--- config.mk ---
export PLATFORM = sky130hd
export DESIGN_NAME = match_vector_driver
export DESIGN_NICKNAME = d
export VERILOG_FILES = /design/src/rtl/match_vector_driver.sv
export SDC_FILE = /design/constraint.sdc
export NUM_CORES = 1
export LEC_CHECK = 0
export BUFFER_PORTS_ARGS = -buffer_cell sky130_fd_sc_hd__buf_2
export CAP_MARGIN = 25
export CORE_MARGIN = 2
export CORE_UTILIZATION = 45
export CTS_CLUSTER_DIAMETER = 50
export DETAILED_ROUTE_END_ITERATION = 16
export PLACE_DENSITY_LB_ADDON = 0.1
export SYNTH_ARGS = -nofsm -noshare
export SYNTH_HDL_FRONTEND = slang
export SYNTH_SLANG_ARGS = --single-unit
--- constraint.sdc ---
create_clock -name i_clk -period 3.05 [get_ports i_clk]
set_clock_uncertainty 0.2 [all_clocks]
set_input_delay 0.305 -clock i_clk [delete_from_list [all_inputs] [get_ports i_clk]]
set_output_delay 0.305 -clock i_clk [all_outputs]
set_load 0.1 [all_outputs]
--- src/rtl/match_vector_driver.sv ---
// match_vector_driver
// Hardware initiator for the enum-match test protocol. It walks test-case
// indices 0..NUM_CASES-1 onto a variant bus and holds each one for
// SETTLE_CYCLES. It then samples the decoder's result and checks it against
// a packed expected-value table. The outcome is reported as pass/fail, a
// saturating mismatch count and the first failing index, so a hardware test
// can check itself without help from a bench.
module match_vector_driver #(
    parameter int WIDTH         = 8,
    parameter int NUM_CASES     = 3,
    parameter int SETTLE_CYCLES = 1,
    parameter logic [NUM_CASES*WIDTH-1:0] EXP_TABLE = {8'd3, 8'd2, 8'd0}
) (
    input  logic             i_clk,
    input  logic             i_rst,
    input  logic             i_start,
    input  logic [WIDTH-1:0] i_result,
    output logic [WIDTH-1:0] o_variant,
    output logic             o_busy,
    output logic             o_done,
    output logic             o_pass,
    output logic [7:0]       o_err_count,
    output logic [7:0]       o_first_fail
);

    // 8'hFF marks "no failure yet". It can never be a real index because
    // the largest index is NUM_CASES-1 <= 254.
    localparam logic [7:0] NO_FAIL  = 8'hFF;
    localparam logic [7:0] LAST_IDX = 8'(NUM_CASES - 1);
    localparam logic [7:0] SETTLE   = 8'(SETTLE_CYCLES);

    typedef enum logic [1:0] {
        ST_IDLE,
        ST_RUN,
        ST_DONE
    } state_t;

    state_t           r_state;
    logic [7:0]       r_idx;
    logic [7:0]       r_cnt;
    logic [WIDTH-1:0] r_variant;
    logic             r_busy;
    logic             r_done;
    logic             r_pass;
    logic [7:0]       r_errCount;
    logic [7:0]       r_firstFail;

    logic [WIDTH-1:0] w_expected;
    logic             w_match;
    logic             w_lastCase;
    logic [7:0]       w_nextIdx;
    logic [WIDTH-1:0] w_nextVariant;
    logic [7:0]       w_errInc;

    // Select the expected result for the current index from the packed table.
    always_comb begin
        w_expected = '0;
        for (int k = 0; k < NUM_CASES; k++) begin
            if (r_idx == 8'(k)) begin
                w_expected = EXP_TABLE[k*WIDTH +: WIDTH];
            end
        end
    end

    assign w_match       = (i_result == w_expected);
    assign w_lastCase    = (r_idx == LAST_IDX);
    assign w_nextIdx     = r_idx + 8'd1;
    assign w_nextVariant = WIDTH'(w_nextIdx);
    assign w_errInc      = (r_errCount == 8'hFF) ? 8'hFF : (r_errCount + 8'd1);

    // Run sequencer: this is the only block that updates the registered
    // results. Reset takes priority over start.
    always_ff @(posedge i_clk) begin
        if (i_rst) begin
            r_state     <= ST_IDLE;
            r_idx       <= 8'd0;
            r_cnt       <= 8'd0;
            r_variant   <= '0;
            r_busy      <= 1'b0;
            r_done      <= 1'b0;
            r_pass      <= 1'b0;
            r_errCount  <= 8'd0;
            r_firstFail <= NO_FAIL;
        end else begin
            case (r_state)
                ST_IDLE, ST_DONE: begin
                    if (i_start) begin
                        r_state     <= ST_RUN;
                        r_idx       <= 8'd0;
                        r_variant   <= '0;
                        r_cnt       <= SETTLE;
                        r_busy      <= 1'b1;
                        r_done      <= 1'b0;
                        r_pass      <= 1'b0;
                        r_errCount  <= 8'd0;
                        r_firstFail <= NO_FAIL;
                    end
                end
                ST_RUN: begin
                    if (r_cnt != 8'd0) begin
                        r_cnt <= r_cnt - 8'd1;
                    end else begin
                        if (!w_match) begin
                            r_errCount <= w_errInc;
                            if (r_firstFail == NO_FAIL) begin
                                r_firstFail <= r_idx;
                            end
                        end
                        if (!w_lastCase) begin
                            r_idx     <= w_nextIdx;
                            r_variant <= w_nextVariant;
                            r_cnt     <= SETTLE;
                        end else begin
                            r_state <= ST_DONE;
                            r_busy  <= 1'b0;
                            r_done  <= 1'b1;
                            r_pass  <= w_match && (r_errCount == 8'd0);
                        end
                    end
                end
                default: begin
                    r_state <= ST_IDLE;
                end
            endcase
        end
    end

    assign o_variant    = r_variant;
    assign o_busy       = r_busy;
    assign o_done       = r_done;
    assign o_pass       = r_pass;
    assign o_err_count  = r_errCount;
    assign o_first_fail = r_firstFail;

endmodule

Word-level counts from Yosys, hierarchy flattened. Index checks and enable logic that the tools add are counted.

Flip-flop bits (word level): 37. Word-level logic and storage cells: 71. Input bits: 11.

Add/sub/neg operators: 3. Eq/ne operators: 14. Mux-type cells: 34. Reduce and logical (&&, ||, !) cells: 12.

Operator list (count): $mux 8 (14); $pmux 8 s2 (4); $add 8x1->8 const B (2); $eq 8x8->1 const B (2); $ne 2x2->1 const B (6); $reduce_and 4->1 (3); $eq 8x1->1 const B (1); $eq 8x2->1 const B (1); $eq 8x8->1 (1); $logic_not 8->1 (1); $mux 1 (8); $mux 2 (4); $reduce_bool 8->1 (1); $sub 8x1->8 const B (1); $pmux 1 s2 (3); $reduce_and 3->1 (2); $reduce_and 5->1 (1); $pmux 2 s2 (1); $ne 3x3->1 const B (1); $eq 2x1->1 const B (1); $eq 2x2->1 const B (1); $logic_not 2->1 (1); $reduce_bool 2->1 (1); $reduce_or 2->1 (1); $logic_and 1x1->1 (1).

Depth between registers and ports, before layout. Gate-level depths: netlist of run 1.

Depth after elaboration: 8. Depth in mapped cells: 8. Depth with buffers taken out: 7.

Worst setup path after synthesis of run 1. Ideal clock, no wire load.

Kind: register to register. From: register, netlist name o_variant[1]. To: register r_errCount[1] (netlist: o_err_count[1]). Path slack: 0.020 ns. Path buffers: 0. Stages on the path, launching flop included: 7. Library setup time: 0.071 ns. Arrival time: 2.760 ns. Cells stage by stage: dfxtp_1 -> ha_1 -> nor3b_1 -> a21oi_1 -> o2111a_2 -> or4_1 -> a21oi_1.

RTL lines: to (signal assigned) (line 104) `r_errCount <= w_errInc;`; to (decl) (line 45) `logic [7:0] r_errCount;`.

==> flow_summary_export.csv, run 1 <==
group,metric,value,unit
timing,drv_slew,0,
cts,cts_tree,"yes",
timing,hold_viol_final,0,
route,wl_per_cell,14.16,um
synthesis,synthFlopType,"dfxtp_1",
cells_and_area,diodes,0,
timing,period_minus_slack,2.655,ns
cts,cts_root_buf,"clkbuf_8",
die,die_area,4954,um2
timing,fmax,376.7,MHz
global_routing,grt_usage,19.90,%
timing,worst_slew_pin_slew,0.7402,ns
setup_path,crit_chain,"or4_4 -> o41ai_1 -> o2111ai_2 -> nand3_2 -> mux2i_1",
cts,clock_latency,0.29,ns
global_routing,grt_start_max_net_pins,42,
timing,holdWs,0.1128,ns
cells_and_area,fillers,444,
setup_path,worstSetupStartpointType,"flip-flop",
cts,clkTransAtPathRegs,0.08,ns
global_routing,overflow,0,
setup_path,cp_num_buf_inv,0,
synthesis,syn-num-nets,255,
cts,numCtsBuffers,5,
route,drc,0,
placement,dp_hpwl,3.319,mm
synthesis,synth-edff-count,0,
synthesis,ys_types,46,
die,fp.coreArea,4294,um2
cts,clkSinkCount,37,
synthesis,yosysWarnings,0,
cells_and_area,final_util,53.90,%
cells_and_area,final_area,2315,um2
worst_hold_path,worstHoldPathType,"input port to flip-flop",
die,num_rows,24,
timing,finalCritPeriodShare,87.04,%
synthesis,async_reset_ff_share,0,%
route,wl_met3,250,um
pwr,p_leak,0.9656,nW
cts,hold_buffers,0,
route,vias,1867,
route,ant_nets,0,
route,drtPass1Iterations,4,
status,status,"finished, final reports clean",
route,wl,4.674,mm
route,routed_via_density,5.658,
die,dieHeight,70.39,um
timing,grt_setup_unrepaired,"no",
timing,timing.slew.headroom,50.65,%
synthesis,yosysSeqAreaShare,37.35,%
setup_path,worst-path-max-fanout,9,
die,die_x,70.39,um
synthesis,ys_seq_elements,37,
pwr,powerDensity,906.0,nW/um2
route,first_iter_violations,133,
synthesis,synthCells,237,
route,top_layer,"met4",
setup_path,crit_required,3.07,ns
cts,clockBufferDepth,2,
setup_path,path_delay_family,"simple AND/OR/NAND/NOR gates",
timing,tns,0,ns
pwr,total_power,2.097,mW
cells_and_area,drive_above_1_share,19.78,%
setup_path,slowest_stage,"or4_4",
route,wl_met1,2.314,mm
setup_path,worstSetupPathType,"flip-flop to flip-flop",
placement,io_buffer_count,37,
cts,post_cts_buffers,0,
timing,setup_viol,0,
global_routing,grt_pass1_wl,7.969,mm
cells_and_area,nNetsFinal,295,
die,start_util,46.18,%
synthesis,synthesis.area,1983,um2
setup_path,slowest_delay,0.56,ns
placement,gp_congestion,0.8254,
placement,place_area,2232,um2
cts,post_cts_resized,0,
die,top_level_ports,38,
route,wl_met2,2.056,mm
global_routing,grt_pass1_vias,1717,
cts,h-tree-depth,2,
setup_path,arrival,2.67,ns
global_routing,antenna_found_initial,0,
cells_and_area,syn2layout_area_growth,16.72,%
run,cap_violations,0,
synthesis,syn_avg_cell_area,8.368,um2
setup_path,end_kind,"flip-flop",
pwr,ir_drop,0.4756,mV
-- final timing paths --
check,start,endpoint,slack (ns),depth (start not counted)
hold / removal,i_start,r_state[1],0.11,4
hold reg to reg,o_done,o_done,0.25,2
setup reg to reg,o_variant[2],o_first_fail[0],0.40,5
setup / recovery,o_variant[2],o_first_fail[0],0.40,5
-- final cells by class --
cell class | instances | area (um2) | share of cell area, %
Multi-Input combinational cell | 182 | 1166 | 50.38
Clock buffer | 6 | 72.57 | 3.135
Sequential cell | 37 | 740.7 | 32.00
Timing Repair Buffer | 43 | 230.2 | 9.946
Tap cell | 52 | 65.06 | 2.811
Inverter | 8 | 30.03 | 1.297
Clock inverter | 2 | 10.01 | 0.4324
-- sequential cells by signal, indices dropped and copies added (netlist names) --
signal / count
o_err_count: 8
o_first_fail: 8
o_variant: 8
r_cnt: 8
r_state: 2
o_busy: 1
o_done: 1
o_pass: 1
-- metal layers --
layer	vias to the layer above	GRT usage, %
met5	-	0
met4	0	6.410
li1	955	-
met1	854	26.35
met2	52	31.76
met3	6	4.906
-- where the power goes --
group	switching, mW	internal [mW]
clock	0.176	0.159
combinational	0.755	0.332
sequential	0.0940	0.581
total	1.03	1.07
-- metrics by stage --
stage / setup slack (ns) / std cells
after global placement: 0.4665 / 322
after floorplan: 0.01973 / 237
after CTS: 0.4019 / 330
after detailed placement: 0.4385 / 322
after global routing: 0.2061 / 330
final: 0.3952 / 330
-- kinds of logic after synthesis --
family / share of synthesized area [%]
adder cells (fa/ha/maj): 4.416
XOR/XNOR: 4.858
AND/OR/NAND/NOR: 26.81
AO/OA/AOI/OAI: 17.67
multiplexers: 5.048
flip-flops: 37.35
buffers and inverters: 3.848
-- Yosys cell counts, types with 5 or more instances --
master | instances | share of area [%]
a21oi_1 | 16 | 4.0
clkbuf_1 | 8 | 1.5
dfxtp_1 | 37 | 37
ha_1 | 7 | 4.4
inv_1 | 8 | 1.5
mux2i_1 | 10 | 5.0
nand2_1 | 14 | 2.6
nand3_1 | 6 | 1.5
nor2_1 | 30 | 5.7
nor3_1 | 19 | 4.8
nor4_1 | 6 | 1.9
o21ai_0 | 7 | 1.8
xnor2_1 | 6 | 2.6
xor2_1 | 5 | 2.2
-- placed cells by master (no fill, tap or decap), types with 3 or more instances in the layout --
cell type | Yosys | routed
xor2_1 | 5 | 5
a31oi_1 | 4 | 4
nand4_1 | 3 | 3
a21oi_1 | 16 | 16
buf_4 | 0 | 6
mux2i_1 | 10 | 10
nor3b_1 | 3 | 3
ha_1 | 7 | 7
inv_1 | 8 | 8
nor4_1 | 6 | 6
buf_2 | 1 | 37
nor2_1 | 30 | 30
o211ai_1 | 3 | 3
nand2b_1 | 3 | 3
dfxtp_1 | 37 | 37
o31ai_1 | 4 | 4
clkbuf_8 | 0 | 5
nand2_1 | 14 | 14
nor3_1 | 19 | 19
nand3_1 | 6 | 6
xnor2_1 | 6 | 6
a211oi_1 | 3 | 3
a41oi_1 | 3 | 3
o21ai_0 | 7 | 7
and3_1 | 4 | 4
-- worst reg2reg max path, cell delays in order, from the launching register on --
cell,delay [ns]
dfxtp_1,0.38
or4_4,0.56
o41ai_1,0.50
o2111ai_2,0.38
nand3_2,0.35
mux2i_1,0.22
Note: power is estimated with default switching activity, not from simulation.
==> run 2, diff against run 1 <==
Settings changed: CTS_BUF_LIST set to sky130_fd_sc_hd__clkbuf_16.
==> flow_summary_export.csv, run 2 (synthesized netlist as in run 1, its figures left out) <==
group,metric,value,unit
pwr,p_switching,1.045,mW
cts,clkSinkCount,37,
global_routing,grt_pass1_wl,8.038,mm
setup_path,arrival,2.65,ns
cells_and_area,fillers,436,
cells_and_area,drive_above_1_share,19.78,%
pwr,netSwitchingFraction,46.34,%
die,start_util,46.18,%
route,wl,4.753,mm
die,dieHeight,70.39,um
global_routing,grt_pass1_vias,1702,
setup_path,rr_endpoint,"o_first_fail[0]",
route,first_iter_violations,114,
cts,h-tree-depth,2,
timing,hold_viol_final,0,
route,drc,0,
timing,period_minus_slack,2.647,ns
pwr,ir_drop,0.5223,mV
route,ant_nets,0,
die,num_rows,24,
cts,post_cts_buffers,0,
pwr,p_clk_share,21.7,%
cts,post_cts_resized,0,
cells_and_area,syn2layout_area_growth,19.56,%
pwr,p_seq_share,30.0,%
cells_and_area,final_area,2371,um2
cts,cts_tree,"yes",
setup_path,r2r-start,"o_variant[2]",
timing,grt_setup_unrepaired,"no",
pwr,internal_power,1.211,mW
worst_hold_path,hold_depth,4,
setup_path,worstSetupPathType,"flip-flop to flip-flop",
timing,drv_slew,0,
placement,place_area,2232,um2
global_routing,grt_start_max_net_pins,42,
global_routing,overflow,0,
timing,finalCritPeriodShare,86.78,%
worst_hold_path,whs_endpoint,"r_state[1]",
route,wl_per_cell,14.40,um
run,cap_violations,0,
cts,hold_buffers,0,
setup_path,ff2ff_path_depth,5,
setup_path,end_kind,"flip-flop",
route,routed_via_density,5.670,
cells_and_area,nNetsFinal,295,
die,fp.coreArea,4294,um2
global_routing,antenna_found_initial,0,
timing,tns,0,ns
global_routing,grt_usage,20.07,%
timing,setup_viol,0,
worst_hold_path,worstHoldPathType,"input port to flip-flop",
die,top_level_ports,38,
die,die_x,70.39,um
cts,clock_latency,0.28,ns
cts,cts_root_buf,"clkbuf_16",
worst_hold_path,holdCritStartpoint,"i_start",
cts,numCtsBuffers,5,
cells_and_area,diodes,0,
pwr,p_leak,0.9954,nW
cells_and_area,mostFrequentLayoutCells,"buf_2, dfxtp_1, nor2_1, nor3_1, a21oi_1",
pwr,p_comb_share,48.3,%
cts,clkTransAtPathRegs,0.06,ns
cts,clockBufferDepth,2,
setup_path,worstSetupStartpointType,"flip-flop",
timing,worst_slew_pin_slew,0.7459,ns
setup_path,worst-path-max-fanout,9,
route,drtPass1Iterations,4,
die,die_area,4954,um2
setup_path,crit_required,3.06,ns
timing,fmax,377.8,MHz
placement,dp_hpwl,3.319,mm
timing,timing.slew.headroom,50.28,%
setup_path,ff2ff_setup_slack,0.40,ns
pwr,powerDensity,951.6,nW/um2
status,status,"finished, final reports clean",
placement,gp_congestion,0.8254,
placement,io_buffer_count,37,
route,vias,1871,
[run 2: cell types whose count changed in the layout (fill, tap and decap cells not counted), sizes merged]
cell,change
inv,+1
clkbuf,-1
[run 2: per-stage QoR]
stage	cells	hold WS, ns	util, %	power, mW	setup WS [ns]
finish	330	0.1253	55.22	2.256	0.4032
global route	330	0.1539	55.22	2.412	0.2098
CTS	330	0.1188	55.22	2.271	0.4097
detailed placement	322	0.2463	51.98	1.768	0.4385
global placement	322	0.2409	51.98	1.777	0.4665
floorplan	237	0.2446	-	1.535	0.01973
[run 2: routing by layer]
layer | GRT usage [%] | wire length, um | vias to the layer above
met2 | 32.18 | 2080 | 49
met4 | 5.556 | 49 | 0
met5 | 0 | 0 | -
li1 | - | - | 960
met3 | 4.906 | 238 | 6
met1 | 26.86 | 2384 | 856
[run 2: worst max-delay path: stages, from the launching register on]
cell and delay, ns:
dfxtp_1 0.38, or4_4 0.56, o41ai_1 0.50, o2111ai_2 0.38, nand3_2 0.35, mux2i_1 0.22
[run 2: worst max-delay path by stage]
stage                 start  slack, ns  cells past startpoint         endpoint
5_1_grt        o_variant[2]       0.21                      5  o_first_fail[3]
4_1_cts        o_variant[2]       0.41                      5  o_first_fail[0]
2_1_floorplan  o_variant[1]       0.02                      6   o_err_count[1]
3_3_place_gp   o_variant[2]       0.47                      5  o_first_fail[7]
3_5_place_dp   o_variant[2]       0.44                      5  o_first_fail[0]
6_report       o_variant[2]       0.40                      5  o_first_fail[0]
[run 2: final cells by class]
cell class | count | area, um2 | share of cell area (%)
inverter | 8 | 30.03 | 1.266
tap | 52 | 65.06 | 2.744
clock buffer | 5 | 125.1 | 5.277
timing repair buffer | 43 | 230.2 | 9.710
clock inverter | 3 | 13.76 | 0.5805
sequential | 37 | 740.7 | 31.24
multi-input combinational | 182 | 1166 | 49.18
[run 2: power groups by stage]
stage | Clock [mW] | Sequential, mW | Combinational [mW]
after CTS | 0.502 | 0.675 | 1.09
after floorplan | 0 | 0.967 | 0.568
after global routing | 0.523 | 0.694 | 1.20
after global placement | 0 | 0.684 | 1.09
after detailed placement | 0 | 0.684 | 1.08
final | 0.490 | 0.676 | 1.09
==> run 3, diff against run 2 <==
Settings changed: ABC_AREA set to 1.
==> flow_summary_export.csv, run 3 <==
group,metric,value,unit
status,status,"finished, final reports clean",
cts,cts_root_buf,"clkbuf_16",
synthesis,yosysTopAreaCellShare,33.54,%
worst_hold_path,worstHoldPathType,"input port to flip-flop",
run,cap_violations,0,
global_routing,grt_start_max_net_pins,26,
route,routed_via_density,5.082,
synthesis,synthesis.area,2208,um2
placement,pre_cts_ws,0.8013,ns
die,start_util,46.75,%
cts,hold_buffers,0,
route,drtPass1Iterations,4,
cts,numCtsBuffers,5,
global_routing,antenna_found_initial,0,
pwr,p_seq_share,26.6,%
placement,place_area,2425,um2
global_routing,grt_pass1_wl,8.376,mm
synthesis,synthFlopType,"dfxtp_1",
global_routing,overflow,0,
placement,dp_hpwl,3.710,mm
cts,clock_latency,0.28,ns
timing,timing.slew.headroom,62.66,%
route,drc,0,
timing,finalCritPeriodShare,73.83,%
setup_path,worst-path-max-fanout,25,
die,num_rows,25,
timing,worst_slew_pin_slew,0.5567,ns
pwr,internal_power,1.324,mW
setup_path,critPathLaunch,"r_state[0]",
die,fp.coreArea,4723,um2
cts,h-tree-depth,2,
timing,tns,0,ns
setup_path,crit_required,3.02,ns
cts,clkTransAtPathRegs,0.06,ns
synthesis,synth_commonest_cells,"nand2_1, nor2_1, nand3_1",
worst_hold_path,holdCritStartpoint,"i_rst",
die,top_level_ports,38,
timing,drv_slew,0,
route,ant_nets,0,
route,wl,5.149,mm
synthesis,ys_seq_elements,37,
timing,grt_setup_unrepaired,"no",
route,wl_per_cell,12.06,um
timing,setup_viol,0,
pwr,powerDensity,1047,nW/um2
pwr,p_comb_share,52.3,%
cells_and_area,fillers,462,
setup_path,end_kind,"flip-flop",
global_routing,grt_pass1_vias,1876,
timing,period_minus_slack,2.252,ns
cells_and_area,drive_above_1_share,18.33,%
pwr,netSwitchingFraction,51.13,%
cells_and_area,syn2layout_area_growth,17.17,%
cts,clkSinkCount,37,
cells_and_area,nNetsFinal,377,
synthesis,yosysWarnings,0,
cells_and_area,mostFrequentLayoutCells,"nand2_1, nor2_1, nand3_1, buf_2, dfxtp_1",
pwr,p_switching,1.385,mW
synthesis,ys_top_cells_by_area,"dfxtp_1, nand2_1, nand3_1",
synthesis,syn-num-nets,342,
setup_path,r2r-start,"r_state[0]",
route,first_iter_violations,91,
route,vias,2170,
setup_path,worstSetupStartpointType,"flip-flop",
synthesis,synth_most_common_cell,"nand2_1",
setup_path,worstSetupPathType,"flip-flop to flip-flop",
timing,hold_viol_final,0,
cells_and_area,final_area,2587,um2
synthesis,yosysTopAreaCell,"dfxtp_1",
timing,worst_slack,0.7983,ns
pwr,ir_drop,0.5219,mV
cells_and_area,final_common_cell,"nand2_1",
cells_and_area,final_util,54.78,%
cts,post_cts_resized,0,
pwr,p_leak,1.189,nW
synthesis,yosysSeqAreaShare,33.54,%
die,dieHeight,74.06,um
cts,post_cts_buffers,0,
synthesis,synthCells,324,
synthesis,synth-edff-count,0,
cts,clockBufferDepth,2,
synthesis,syn_avg_cell_area,6.816,um2
pwr,total_power,2.709,mW
placement,gp_congestion,0.8259,
placement,io_buffer_count,37,
die,die_x,74.06,um
cts,cts_tree,"yes",
timing,fmax,444.1,MHz
die,die_area,5484,um2
global_routing,grt_usage,19.28,%
setup_path,arrival,2.23,ns
pwr,p_clk_share,21.1,%
synthesis,ys_types,37,
synthesis,async_reset_ff_share,0,%
cells_and_area,diodes,0,
-- run 3: changes by cell type after synthesis, moves of 6 or more --
cell     previous run  this run
inv_1               8        30
nand2_1            14        73
nor2_1             30        41
a21oi_1            16        25
nor3_1             19         5
nand3_1             6        40
mux2i_1            10         0
nand4_1             3         9
-- run 3: cell families after synthesis --
kind of cell               after synthesis  synth area share (%)
adders and majority gates                7                 3.966
and+or+nand+nor                        188                 40.51
AOI/OAI and AO/OA                       44                 11.67
xor gates and xnor gates                 5                 1.983
DFF                                     37                 33.54
buffers and inverters                   43                 8.328
-- run 3: per-layer routing --
layer,up-vias,track usage (%),wire (um)
met5,-,0,0
met4,0,5.859,47
met3,6,4.336,242
met2,51,29.96,2342
met1,980,26.69,2516
li1,1133,-,-
-- run 3: final timing paths --
path | slack [ns] | end | cells after the start
max | 0.80 | o_err_count[3] | 9
max reg2reg | 0.80 | o_err_count[3] | 9
min | 0.20 | r_cnt[1] | 2
min reg2reg | 0.26 | o_busy | 2
-- run 3: final cells by class --
type	count	area [um2]	area share (%)
well taps	67	83.83	3.240
flip-flops and latches	37	740.7	28.63
clock inverters	3	37.54	1.451
repair buffers	38	192.7	7.447
clock buffers	5	125.1	4.836
inverters	33	123.9	4.787
multi-input cells	244	1284	49.61
-- run 3: worst max-delay path, cell delays in order (launching register included) --
cell,delay [ns]
dfxtp_1,0.34
inv_1,0.07
nor2_2,0.36
inv_1,0.30
nor2_1,0.27
nand3_4,0.28
nand2_1,0.16
nand2_1,0.06
nand2_1,0.05
nor2_1,0.05
-- run 3: power groups by stage --
stage / clock [mW] / sequential, mW / combinational, mW
final: 0.572 / 0.720 / 1.42
after global routing: 0.606 / 0.737 / 1.54
after CTS: 0.583 / 0.720 / 1.42
after detailed placement: 0 / 0.730 / 1.42
after global placement: 0 / 0.729 / 1.41
after floorplan: 0 / 1.25 / 0.688
-- run 3: metrics by stage --
step           hold WS, ns  cells
2_1_floorplan       0.2643    324
3_3_place_gp        0.2603    419
3_5_place_dp        0.2570    419
4_1_cts             0.2052    427
5_1_grt             0.2265    427
6_report            0.2038    427
